[config.mk]
export PLATFORM = sky130hd
export DESIGN_NAME = uart_rx
export DESIGN_NICKNAME = d
export VERILOG_FILES = /design/src/rtl/uart_rx.sv
export SDC_FILE = /design/constraint.sdc
export NUM_CORES = 1
export LEC_CHECK = 0
export ABC_AREA = 1
export BUFFER_PORTS_ARGS = -buffer_cell sky130_fd_sc_hd__buf_2
export CORE_UTILIZATION = 50
export CTS_BUF_LIST = sky130_fd_sc_hd__clkbuf_16
export CTS_CLUSTER_SIZE = 28
export DETAILED_ROUTE_END_ITERATION = 10
export MAX_ROUTING_LAYER = met4
export PLACE_DENSITY = 0.69
export SYNTH_ARGS = -nofsm -noshare
export SYNTH_HDL_FRONTEND = slang
export SYNTH_SLANG_ARGS = --single-unit
[constraint.sdc]
create_clock -name CLK -period 2.67 [get_ports CLK]
set_input_delay 0.267 -clock CLK [delete_from_list [all_inputs] [get_ports CLK]]
set_output_delay 0.267 -clock CLK [all_outputs]
set_load 0.005 [all_outputs]
[src/rtl/uart_rx.sv]
// UART receiver: majority-voted bit sampling, optional parity,
// registered one-cycle frame result pulses.
module uart_rx #(
  parameter int DATA_WIDTH = 8
) (
  input  logic                  CLK,
  input  logic                  RST,
  input  logic                  RX_IN,
  input  logic [5:0]            PRESCALE,
  input  logic                  PAR_EN,
  input  logic                  PAR_TYP,
  output logic [DATA_WIDTH-1:0] P_DATA,
  output logic                  DATA_VALID,
  output logic                  PAR_ERR,
  output logic                  STP_ERR
);

  localparam int BW = (DATA_WIDTH > 1) ? $clog2(DATA_WIDTH) : 1;

  typedef enum logic [2:0] {
    IDLE,
    START,
    DATA,
    PARITY,
    STOP
  } state_t;

  state_t state, state_n;

  logic [5:0]            ecnt;
  logic [5:0]            ps;
  logic [5:0]            half;
  logic [BW-1:0]         bcnt;
  logic                  pen;
  logic                  ptyp;
  logic                  perr_q;
  logic [2:0]            samp;
  logic [DATA_WIDTH-1:0] shreg;
  logic                  bit_end;
  logic                  last_bit;
  logic                  sample_now;
  logic                  vote;

  assign half       = {1'b0, ps[5:1]};
  assign bit_end    = (ecnt == ps - 6'd1);
  assign last_bit   = (bcnt == BW'(DATA_WIDTH - 1));
  assign sample_now = (ecnt == half - 6'd1) ||
                      (ecnt == half) ||
                      (ecnt == half + 6'd1);
  assign vote       = (samp[0] & samp[1]) |
                      (samp[1] & samp[2]) |
                      (samp[0] & samp[2]);

  always_ff @(posedge CLK or posedge RST) begin
    if (RST) state <= IDLE;
    else     state <= state_n;
  end

  always_comb begin
    state_n = state;
    unique case (state)
      IDLE:   if (!RX_IN) state_n = START;
      START:  if (bit_end) state_n = vote ? IDLE : DATA;
      DATA:   if (bit_end && last_bit)
                state_n = pen ? PARITY : STOP;
      PARITY: if (bit_end) state_n = STOP;
      STOP:   if (bit_end) state_n = IDLE;
      default: state_n = IDLE;
    endcase
  end

  always_ff @(posedge CLK or posedge RST) begin
    if (RST) begin
      ecnt       <= '0;
      bcnt       <= '0;
      ps         <= '0;
      pen        <= 1'b0;
      ptyp       <= 1'b0;
      perr_q     <= 1'b0;
      samp       <= '0;
      shreg      <= '0;
      P_DATA     <= '0;
      DATA_VALID <= 1'b0;
      PAR_ERR    <= 1'b0;
      STP_ERR    <= 1'b0;
    end else begin
      DATA_VALID <= 1'b0;
      PAR_ERR    <= 1'b0;
      STP_ERR    <= 1'b0;
      if (state == IDLE) begin
        ecnt <= '0;
        bcnt <= '0;
        // start-detect cycle counts as edge 0 of the start bit
        if (!RX_IN) begin
          ps     <= PRESCALE;
          pen    <= PAR_EN;
          ptyp   <= PAR_TYP;
          perr_q <= 1'b0;
          ecnt   <= 6'd1;
        end
      end else begin
        ecnt <= bit_end ? 6'd0 : ecnt + 6'd1;
        if (sample_now) samp <= {samp[1:0], RX_IN};
      end
      if (state == DATA && bit_end) begin
        shreg <= {vote, shreg[DATA_WIDTH-1:1]};
        bcnt  <= last_bit ? '0 : bcnt + BW'(1);
      end
      if (state == PARITY && bit_end)
        perr_q <= vote ^ (^shreg) ^ ptyp;
      if (state == STOP && bit_end) begin
        PAR_ERR <= perr_q;
        STP_ERR <= !vote;
        if (!perr_q && vote) begin
          DATA_VALID <= 1'b1;
          P_DATA     <= shreg;
        end
      end
    end
  end

endmodule

==> impl_metrics.tcl, run 1 <==
set metrics [dict create \
    syn_nets 340 \
    rows 25 \
    place_congestion 0.926 \
    synth_cells 322 \
    cts_setup_buffers 0 \
    drive_gt1_share_pct 14.8 \
    dieHeight_um 72.4 \
    grt_first_pass_wirelength_um 8050 \
    grt_max_degree 26 \
    drc 0 \
    hold_viol_final 0 \
    cp_common_cell "nand2_1" \
    wl_per_cell_um 11.3 \
    vias 1997 \
    cts_resized 0 \
    async_flop_share_pct 100 \
    synthToLayoutAreaGrowth_pct 11.7 \
    post-dp-hpwl_um 3570 \
    die_area_um2 5250 \
    p_per_area_nw_per_um2 956 \
    setup_viol 0 \
    cts.sinks 43 \
    outcome "completed" \
    fin_nets 362 \
    ant_nets 0 \
    clock_latency_ns 0.28 \
    core-area_um2 4750 \
    grt_pass1_vias 1937 \
    crit_fanout 17 \
    p_leak_nw 1.43 \
    overflow 0 \
    diodes 0 \
    irDropWorstVdd_mv 0.341 \
    start_kind "register" \
    drv_cap 0 \
    yosys_warnings 0 \
    cp_cell_sequence "inv_1 > ha_1 > nand3_1 > inv_2 > nand3b_1 > nand2_1 > nand2_4 > inv_4 > nand3_4 > nand2_1 > o21ai_2" \
    root_buffer "clkbuf_16" \
    synth_edf_count 0 \
    cp-end-kind "register" \
    hold_buffers 0 \
    synth-seq-area-share_pct 43.4 \
    yosys_register_bits 43 \
    initial_core_util_pct 52.2 \
    max_slew.worst_pin.slew_ns 0.871 \
    cts.path.max_buffers 2 \
    cts_max_level 2 \
    first_pass_iters 4 \
    cts_tree "built" \
    vias_per_cell 4.85 \
    final_util_pct 58.3 \
    drtIter0Drc 92 \
    postRouteWirelength_um 4660 \
    syn_avg_cell_area_um2 7.71 \
    crit_required_ns 2.84 \
    slew_viol_final 0 \
    ys.flop_type "dfrtp_1" \
    min_path_type "in2async" \
    slowest_stage "dfrtp_1" \
    fin_crit_ns 2.11 \
    worst-setup-path-type "reg2reg" \
    max_stage_delay_ns 0.41 \
    fmax_ghz 0.475 \
    numCtsBuffers 5 \
    max_slew_margin_pct 41.6 \
    finalCritPeriodShare_pct 78.9 \
    yosys.cell_types.count 31 \
    worstPathArrival_ns 2.27 \
    die_w_um 72.4 \
    grt_setup_unrepaired "no" \
    totalNegativeSetupSlack_ns 0 \
    antenna_found_initial 0 \
    clk_pin_slew_ns 0.06 \
    syn_area_um2 2480 \
    grt_usage_pct 20.9 \
    portBuffers 21 \
    fin_skew_ns 0.00303 \
    num_io_pins 22 \
]
==> state kept, by name, summed over array words and instances, names as in the netlist <==
| signal | flops |
|---|---|
| ptyp | 1 |
| state | 3 |
| bcnt | 3 |
| shreg | 8 |
| PAR_ERR | 1 |
| P_DATA | 8 |
| ecnt | 6 |
| pen | 1 |
| ps | 6 |
| DATA_VALID | 1 |
| STP_ERR | 1 |
| samp | 3 |
| perr_q | 1 |
==> layout make-up <==
| cell class | count | area, µm² |
|---|---|---|
| Clock buffer | 5 | 125 |
| Clock inverter | 3 | 15.0 |
| Timing Repair Buffer | 22 | 113 |
| Sequential cell | 43 | 1080 |
| Fill cell | 487 | 1980 |
| Inverter | 44 | 168 |
| Tap cell | 67 | 83.8 |
| Multi-Input combinational cell | 228 | 1190 |
==> worst paths after layout <==
path,startpoint,endpoint,slack (ns),depth (start not counted)
worst max-delay path,ps[1]$_DFFE_PP0P_,P_DATA[3]$_DFFE_PP0P_,0.56,11
worst min-delay path,RST,DATA_VALID$_DFF_PP0_,0.05,2
worst max register to register,ps[1]$_DFFE_PP0P_,P_DATA[3]$_DFFE_PP0P_,0.56,11
worst min register to register,P_DATA[4]$_DFFE_PP0P_,P_DATA[4]$_DFFE_PP0P_,0.48,2
max in group asynchronous,RST,PAR_ERR$_DFF_PP0_,1.93,3
min in group CLK,PRESCALE[5],ps[5]$_DFFE_PP0P_,0.22,2
==> logic make-up after synthesis <==
logic type               synth area share (%)
AND/OR/NAND/NOR                          27.9
adder cells (fa/ha/maj)                  3.53
flip-flops                               43.4
multiplexers                            0.454
buffers and inverters                    8.57
AO/OA/AOI/OAI                            9.78
XOR/XNOR                                 6.35
==> metal layers <==
layer,track usage [%],vias up,share of wire (%)
met1,24.3,900,46
li1,-,1048,-
met4,11.8,0,3.9
met3,4.72,15,3.7
met5,-,-,0
met2,33.2,34,46
==> cells in the final DEF (no fill, tap or decap), types with 10 or more instances in the layout <==
| cell | count |
|---|---|
| nand2_1 | 91 |
| dfrtp_1 | 43 |
| nor2_1 | 36 |
| inv_1 | 34 |
| nand3_1 | 21 |
| buf_2 | 21 |
| o21ai_0 | 17 |
| a21oi_1 | 11 |
| xnor2_1 | 10 |
==> metrics by stage <==
step	cells	instance area, µm²	power (mW)	hold WS (ns)	setup slack [ns]
3_3_place_gp	404	2630	2.07	0.376	0.638
2_1_floorplan	322	2480	1.86	0.412	0.785
4_1_cts	412	2770	2.67	0.0758	0.569
6_report	412	2770	2.65	0.0534	0.565
3_5_place_dp	404	2630	2.09	0.377	0.588
5_1_grt	412	2770	2.90	0.108	0.370
==> synthesized netlist by cell type, drive strengths merged (6+ instances only) <==
cell | number | share of area (%)
nand2 | 93 | 14
nor2 | 38 | 6.4
nand3 | 23 | 5.3
xor2 | 8 | 2.8
a21oi | 11 | 2.2
o21ai | 27 | 6.7
ha | 7 | 3.5
inv | 43 | 6.6
buf | 6 | 1.7
xnor2 | 10 | 3.5
dfrtp | 43 | 43
==> where the power goes <==
group	internal [mW]	leakage (nW)	switching (mW)	total, mW
sequential	0.785	0.564	0.181	0.966
combinational	0.408	0.803	0.707	1.11
clock	0.339	0.0649	0.232	0.571
==> worst max-delay path, delay by kind of cell (launching register included) <==
kind | cells | cell delay (ns)
compound gates | 1 | 0.06
buf+inv | 3 | 0.38
fa+ha+maj | 1 | 0.29
simple gates | 6 | 0.85
flops | 1 | 0.41
Note: power is estimated with default switching activity, not from simulation.
==> run 2, diff against run 1 <==
clock period = 2 ns   (was 2.67 ns; I/O delays follow)
==> impl_metrics.tcl, run 2 (synthesized netlist as in run 1, its figures left out) <==
set metrics [dict create \
    outcome "completed" \
    fin_crit_ns 1.88 \
    initial_core_util_pct 52.2 \
    synthToLayoutAreaGrowth_pct 17.4 \
    vias 2071 \
    worst-setup-path-type "reg2reg" \
    cp_common_cell "nand2_1" \
    clock_latency_ns 0.28 \
    die_area_um2 5250 \
    start_kind "register" \
    rows 25 \
    p_leak_nw 1.48 \
    power_mw 3.80 \
    fin_skew_ns 0.00501 \
    first_pass_iters 4 \
    slew_viol_final 0 \
    cp_cell_sequence "inv_2 > ha_1 > nand3_1 > inv_2 > nand2_1 > nand2_1 > nand2_1 > nand2_4 > inv_8 > buf_6 > nand2_1 > inv_1 > nand2_1 > nand2_1" \
    hold_viol_final 0 \
    postRouteWirelength_um 5110 \
    r2r_slack_ns 0.12 \
    setup_viol 0 \
    drive_gt1_share_pct 19.1 \
    num_io_pins 22 \
    root_buffer "clkbuf_16" \
    clk_pin_slew_ns 0.06 \
    reg2reg_depth 14 \
    max_slew_margin_pct 50.7 \
    grt_setup_unrepaired "no" \
    irDropWorstVdd_mv 0.674 \
    max_stage_delay_ns 0.38 \
    p_sw_mw 1.58 \
    numCtsBuffers 5 \
    pwr-share-seq_pct 33.7 \
    max_slew.worst_pin.slew_ns 0.736 \
    grt_usage_pct 22.7 \
    largestRegisters "P_DATA: 8 flops, shreg: 8 flops" \
    fin_nets 369 \
    wl_per_cell_um 12.2 \
    r2r-end "perr_q$_DFFE_PP0P_" \
    power.internal_mw 2.23 \
    place_congestion 0.876 \
    final_cell_mix "nand2_1, dfrtp_1, nor2_1" \
    cts_tree "built" \
    cts_max_level 2 \
    place_inst 409 \
    post-dp-hpwl_um 3600 \
    cts.sinks 43 \
    core-area_um2 4750 \
    grt_max_degree 44 \
    drv_cap 0 \
    slowest_stage "dfrtp_1" \
    final_cells 418 \
    p_per_area_nw_per_um2 1310 \
    cp-end-kind "register" \
    crit_fanout 8 \
    cts.path.max_buffers 2 \
    final_common_cell "nand2_1" \
    dieHeight_um 72.4 \
    portBuffers 21 \
    drc 0 \
    drtIter0Drc 130 \
    grt_first_pass_wirelength_um 8860 \
    swShare_pct 41.4 \
    totalNegativeSetupSlack_ns 0 \
    grt_pass1_vias 1992 \
    clockPowerShare_pct 23.3 \
    overflow 0 \
    diodes 0 \
    p_comb_share_pct 43.0 \
    n_fill_cell 442 \
    antenna_found_initial 0 \
    vias_per_cell 4.95 \
    crit_required_ns 2.18 \
    r2r-start "ps[1]$_DFFE_PP0P_" \
    fmax_ghz 0.532 \
    die_w_um 72.4 \
    ant_nets 0 \
    worstPathArrival_ns 2.06 \
    min_path_type "in2async" \
    finalCritPeriodShare_pct 94.1 \
]
run 2: cell count changes in the layout (fill, tap and decap cells not counted), sizes merged:
cell	change
nand3	+2
buf	+5
bufinv	+1
clkinvlp	-1
clkinv	-3
inv	+2
run 2: timing repair:
action / 4_1_cts / 5_1_grt
hold buffers: 0 / 0
resized for setup: 0 / 16
endpoints found under the setup margin: 0 / 32
hold endpoints to repair: 0 / 0
buffers inserted: 0 / 0
run 2: worst max-delay path: cells and delay by family, from the launching register on:
family | cells | cell delay (ns)
fa+ha+maj | 1 | 0.26
flops | 1 | 0.38
buf+inv | 5 | 0.44
simple gates | 8 | 0.66
run 2: worst max-delay path by stage:
stage / start / endpoint / slack (ns) / depth (start not counted)
after global routing: ps[1]$_DFFE_PP0P_ / perr_q$_DFFE_PP0P_ / 0.01 / 14
after detailed placement: ps[1]$_DFFE_PP0P_ / P_DATA[2]$_DFFE_PP0P_ / 0.04 / 13
after global placement: ps[1]$_DFFE_PP0P_ / P_DATA[6]$_DFFE_PP0P_ / 0.09 / 12
final: ps[1]$_DFFE_PP0P_ / perr_q$_DFFE_PP0P_ / 0.12 / 14
after floorplan: ps[1]$_DFFE_PP0P_ / P_DATA[5]$_DFFE_PP0P_ / 0.11 / 13
after CTS: ps[1]$_DFFE_PP0P_ / P_DATA[7]$_DFFE_PP0P_ / 0.02 / 12
run 2: power groups by stage:
| stage | registers (mW) | clock network (mW) | logic, mW |
|---|---|---|---|
| 2_1_floorplan | 1.19 | 0 | 1.30 |
| 3_3_place_gp | 1.28 | 0 | 1.53 |
| 4_1_cts | 1.27 | 0.900 | 1.56 |
| 5_1_grt | 1.31 | 0.941 | 1.91 |
| 6_report | 1.28 | 0.886 | 1.64 |
| 3_5_place_dp | 1.29 | 0 | 1.55 |
run 2: per-stage QoR:
step / setup WS (ns) / instance area [µm²] / utilization [%] / hold WS [ns]
global placement: 0.0910 / 2680 / 56.4 / 0.355
global route: 0.0134 / 2910 / 61.3 / 0.100
CTS: 0.0191 / 2840 / 59.8 / 0.0566
finish: 0.119 / 2910 / 61.3 / 0.0340
floorplan: 0.115 / 2480 / - / 0.345
detailed placement: 0.0387 / 2680 / 56.4 / 0.354
run 2: area by class of cell:
| cell class | count | area (µm²) | area share, % |
|---|---|---|---|
| multi-input cells | 230 | 1250 | 43.1 |
| flip-flops and latches | 43 | 1080 | 36.9 |
| inverters | 44 | 173 | 5.93 |
| repair buffers | 27 | 166 | 5.71 |
| clock buffers | 5 | 125 | 4.30 |
| well taps | 67 | 83.8 | 2.88 |
| clock inverters | 2 | 33.8 | 1.16 |
run 2: layer usage:
| metal | GRT usage, % | up-vias | wire [µm] |
|---|---|---|---|
| met5 | - | - | 0 |
| met4 | 7.19 | 0 | 61 |
| met3 | 4.86 | 7 | 167 |
| met2 | 36.6 | 34 | 2510 |
| met1 | 28.5 | 964 | 2380 |
| li1 | - | 1066 | - |
==> run 3, diff against run 2 <==
clock period = 2.05 ns   (was 2 ns; I/O delays follow)
==> impl_metrics.tcl, run 3 (synthesized netlist as in run 1, its figures left out) <==
set metrics [dict create \
    crit_fanout 8 \
    die_area_um2 5250 \
    antenna_found_initial 0 \
    final_common_cell "nand2_1" \
    numCtsBuffers 5 \
    ff_latch_area_um2 1080 \
    finalCritPeriodShare_pct 92.1 \
    crit_required_ns 2.26 \
    p_sw_mw 1.52 \
    drc 0 \
    worstPathArrival_ns 2.10 \
    clock_latency_ns 0.28 \
    cts.sinks 43 \
    cts_tree "built" \
    r2r-start "ps[1]$_DFFE_PP0P_" \
    synthToLayoutAreaGrowth_pct 15.4 \
    min_path_type "in2async" \
    irDropWorstVdd_mv 0.594 \
    clockPowerShare_pct 21.4 \
    start_kind "register" \
    place_inst 411 \
    max_stage_delay_ns 0.39 \
    crit_family "simple AND/OR/NAND/NOR gates" \
    drive_gt1_share_pct 17.8 \
    grt_first_pass_wirelength_um 8510 \
    worst-setup-path-type "reg2reg" \
    initial_core_util_pct 52.2 \
    max_slew.worst_pin.slew_ns 0.527 \
    power.internal_mw 2.07 \
    p_comb_share_pct 44.1 \
    ant_nets 0 \
    clk_pin_slew_ns 0.06 \
    swShare_pct 42.4 \
    cp_common_cell "nand2_1" \
    die_w_um 72.4 \
    r2r-end "P_DATA[0]$_DFFE_PP0P_" \
    place_congestion 0.904 \
    fmax_ghz 0.530 \
    vias 2055 \
    largestRegisters "P_DATA: 8 flops, shreg: 8 flops" \
    num_io_pins 22 \
    fin_nets 371 \
    grt_usage_pct 22.4 \
    dieHeight_um 72.4 \
    final_cells 421 \
    fin_crit_ns 1.89 \
    root_buffer "clkbuf_16" \
    pwr-share-seq_pct 34.5 \
    slew_viol_final 0 \
    drtIter0Drc 90 \
    overflow 0 \
    hold_ws_ns 0.0523 \
    core-area_um2 4750 \
    fin_skew_ns 0.00365 \
    n_fill_cell 464 \
    post-dp-hpwl_um 3650 \
    cp_cell_sequence "inv_2 > ha_1 > nand2_1 > nor2_1 > nand2_1 > nand2_1 > nand2_1 > nor2_4 > nand2_4 > inv_4 > nand3_2 > o21ai_2" \
    portBuffers 21 \
    p_leak_nw 1.48 \
    r2r_slack_ns 0.16 \
    final_cell_mix "nand2_1, dfrtp_1, nor2_1" \
    diodes 0 \
    hold_viol_final 0 \
    cp-end-kind "register" \
    power_mw 3.59 \
    cts.path.max_buffers 2 \
    slowest_stage "dfrtp_1" \
    outcome "completed" \
    cts_max_level 2 \
    reg2reg_depth 12 \
    p_per_area_nw_per_um2 1260 \
    wl_per_cell_um 12.0 \
    max_slew_margin_pct 64.9 \
    first_pass_iters 4 \
    postRouteWirelength_um 5060 \
    rows 25 \
    grt_max_degree 44 \
    setup_viol 0 \
    critPathBufInv 2 \
    multi_input_area_um2 1200 \
    drv_cap 0 \
    vias_per_cell 4.88 \
    grt_pass1_vias 1957 \
]
run 3: changes by cell type in the layout (fill, tap and decap cells not counted), sizes merged:
cell	previous run	this run
buf	27	30
clkinv	1	3
bufinv	1	0
clkinvlp	0	1
inv	44	43
nand3	25	24
run 3: power groups by stage:
stage	combinational, mW	sequential [mW]	clock [mW]
2_1_floorplan	1.27	1.16	0
3_3_place_gp	1.53	1.25	0
3_5_place_dp	1.55	1.25	0
4_1_cts	1.56	1.24	0.792
5_1_grt	1.82	1.27	0.825
6_report	1.58	1.24	0.769
run 3: how the worst max path moves through the flow:
stage | slack [ns] | endpoint | from | cells past startpoint
after detailed placement | 0.10 | P_DATA[0]$_DFFE_PP0P_ | ps[1]$_DFFE_PP0P_ | 13
after CTS | 0.08 | P_DATA[0]$_DFFE_PP0P_ | ps[1]$_DFFE_PP0P_ | 12
after floorplan | 0.16 | P_DATA[5]$_DFFE_PP0P_ | ps[1]$_DFFE_PP0P_ | 13
final | 0.16 | P_DATA[0]$_DFFE_PP0P_ | ps[1]$_DFFE_PP0P_ | 12
after global routing | -0.01 | P_DATA[0]$_DFFE_PP0P_ | ps[1]$_DFFE_PP0P_ | 12
after global placement | 0.14 | P_DATA[3]$_DFFE_PP0P_ | ps[1]$_DFFE_PP0P_ | 12
run 3: what timing repair did:
| item | in CTS | in global routing |
|---|---|---|
| hold buffers | 0 | 0 |
| resized for setup | 0 | 4 |
| setup endpoints to repair | 0 | 13 |
| setup buffers | 0 | 1 |
run 3: layout make-up:
| type | count | area share [%] |
|---|---|---|
| inverter | 44 | 5.86 |
| tap | 67 | 2.93 |
| multi-input combinational | 229 | 42.1 |
| timing repair buffer | 30 | 6.60 |
| clock inverter | 3 | 0.568 |
| clock buffer | 5 | 4.37 |
| sequential | 43 | 37.6 |
run 3: routing by layer:
metal  up-vias  track usage [%]  wire length [µm]
met5         -                -                 0
met4         0             7.63                70
met3         7             5.14               147
met2        25             36.8              2470
met1       950             27.1              2370
li1       1073                -                 -
run 3: metrics by stage:
stage | area (µm²) | setup WS [ns] | utilization, % | TNS, ns
finish | 2860 | 0.163 | 60.2 | 0
global route | 2860 | -0.0109 | 60.2 | -0.0584
CTS | 2840 | 0.0842 | 59.7 | 0
detailed placement | 2700 | 0.104 | 56.7 | 0
global placement | 2700 | 0.139 | 56.7 | 0
floorplan | 2480 | 0.165 | - | 0
run 3: worst reg2reg max path: cells and delay by family (launching register included):
kind	cells	cell delay (ns)
adders and majority gates	1	0.20
buffers and inverters	2	0.20
AOI/OAI and AO/OA	1	0.20
DFF	1	0.39
and+or+nand+nor	8	0.84
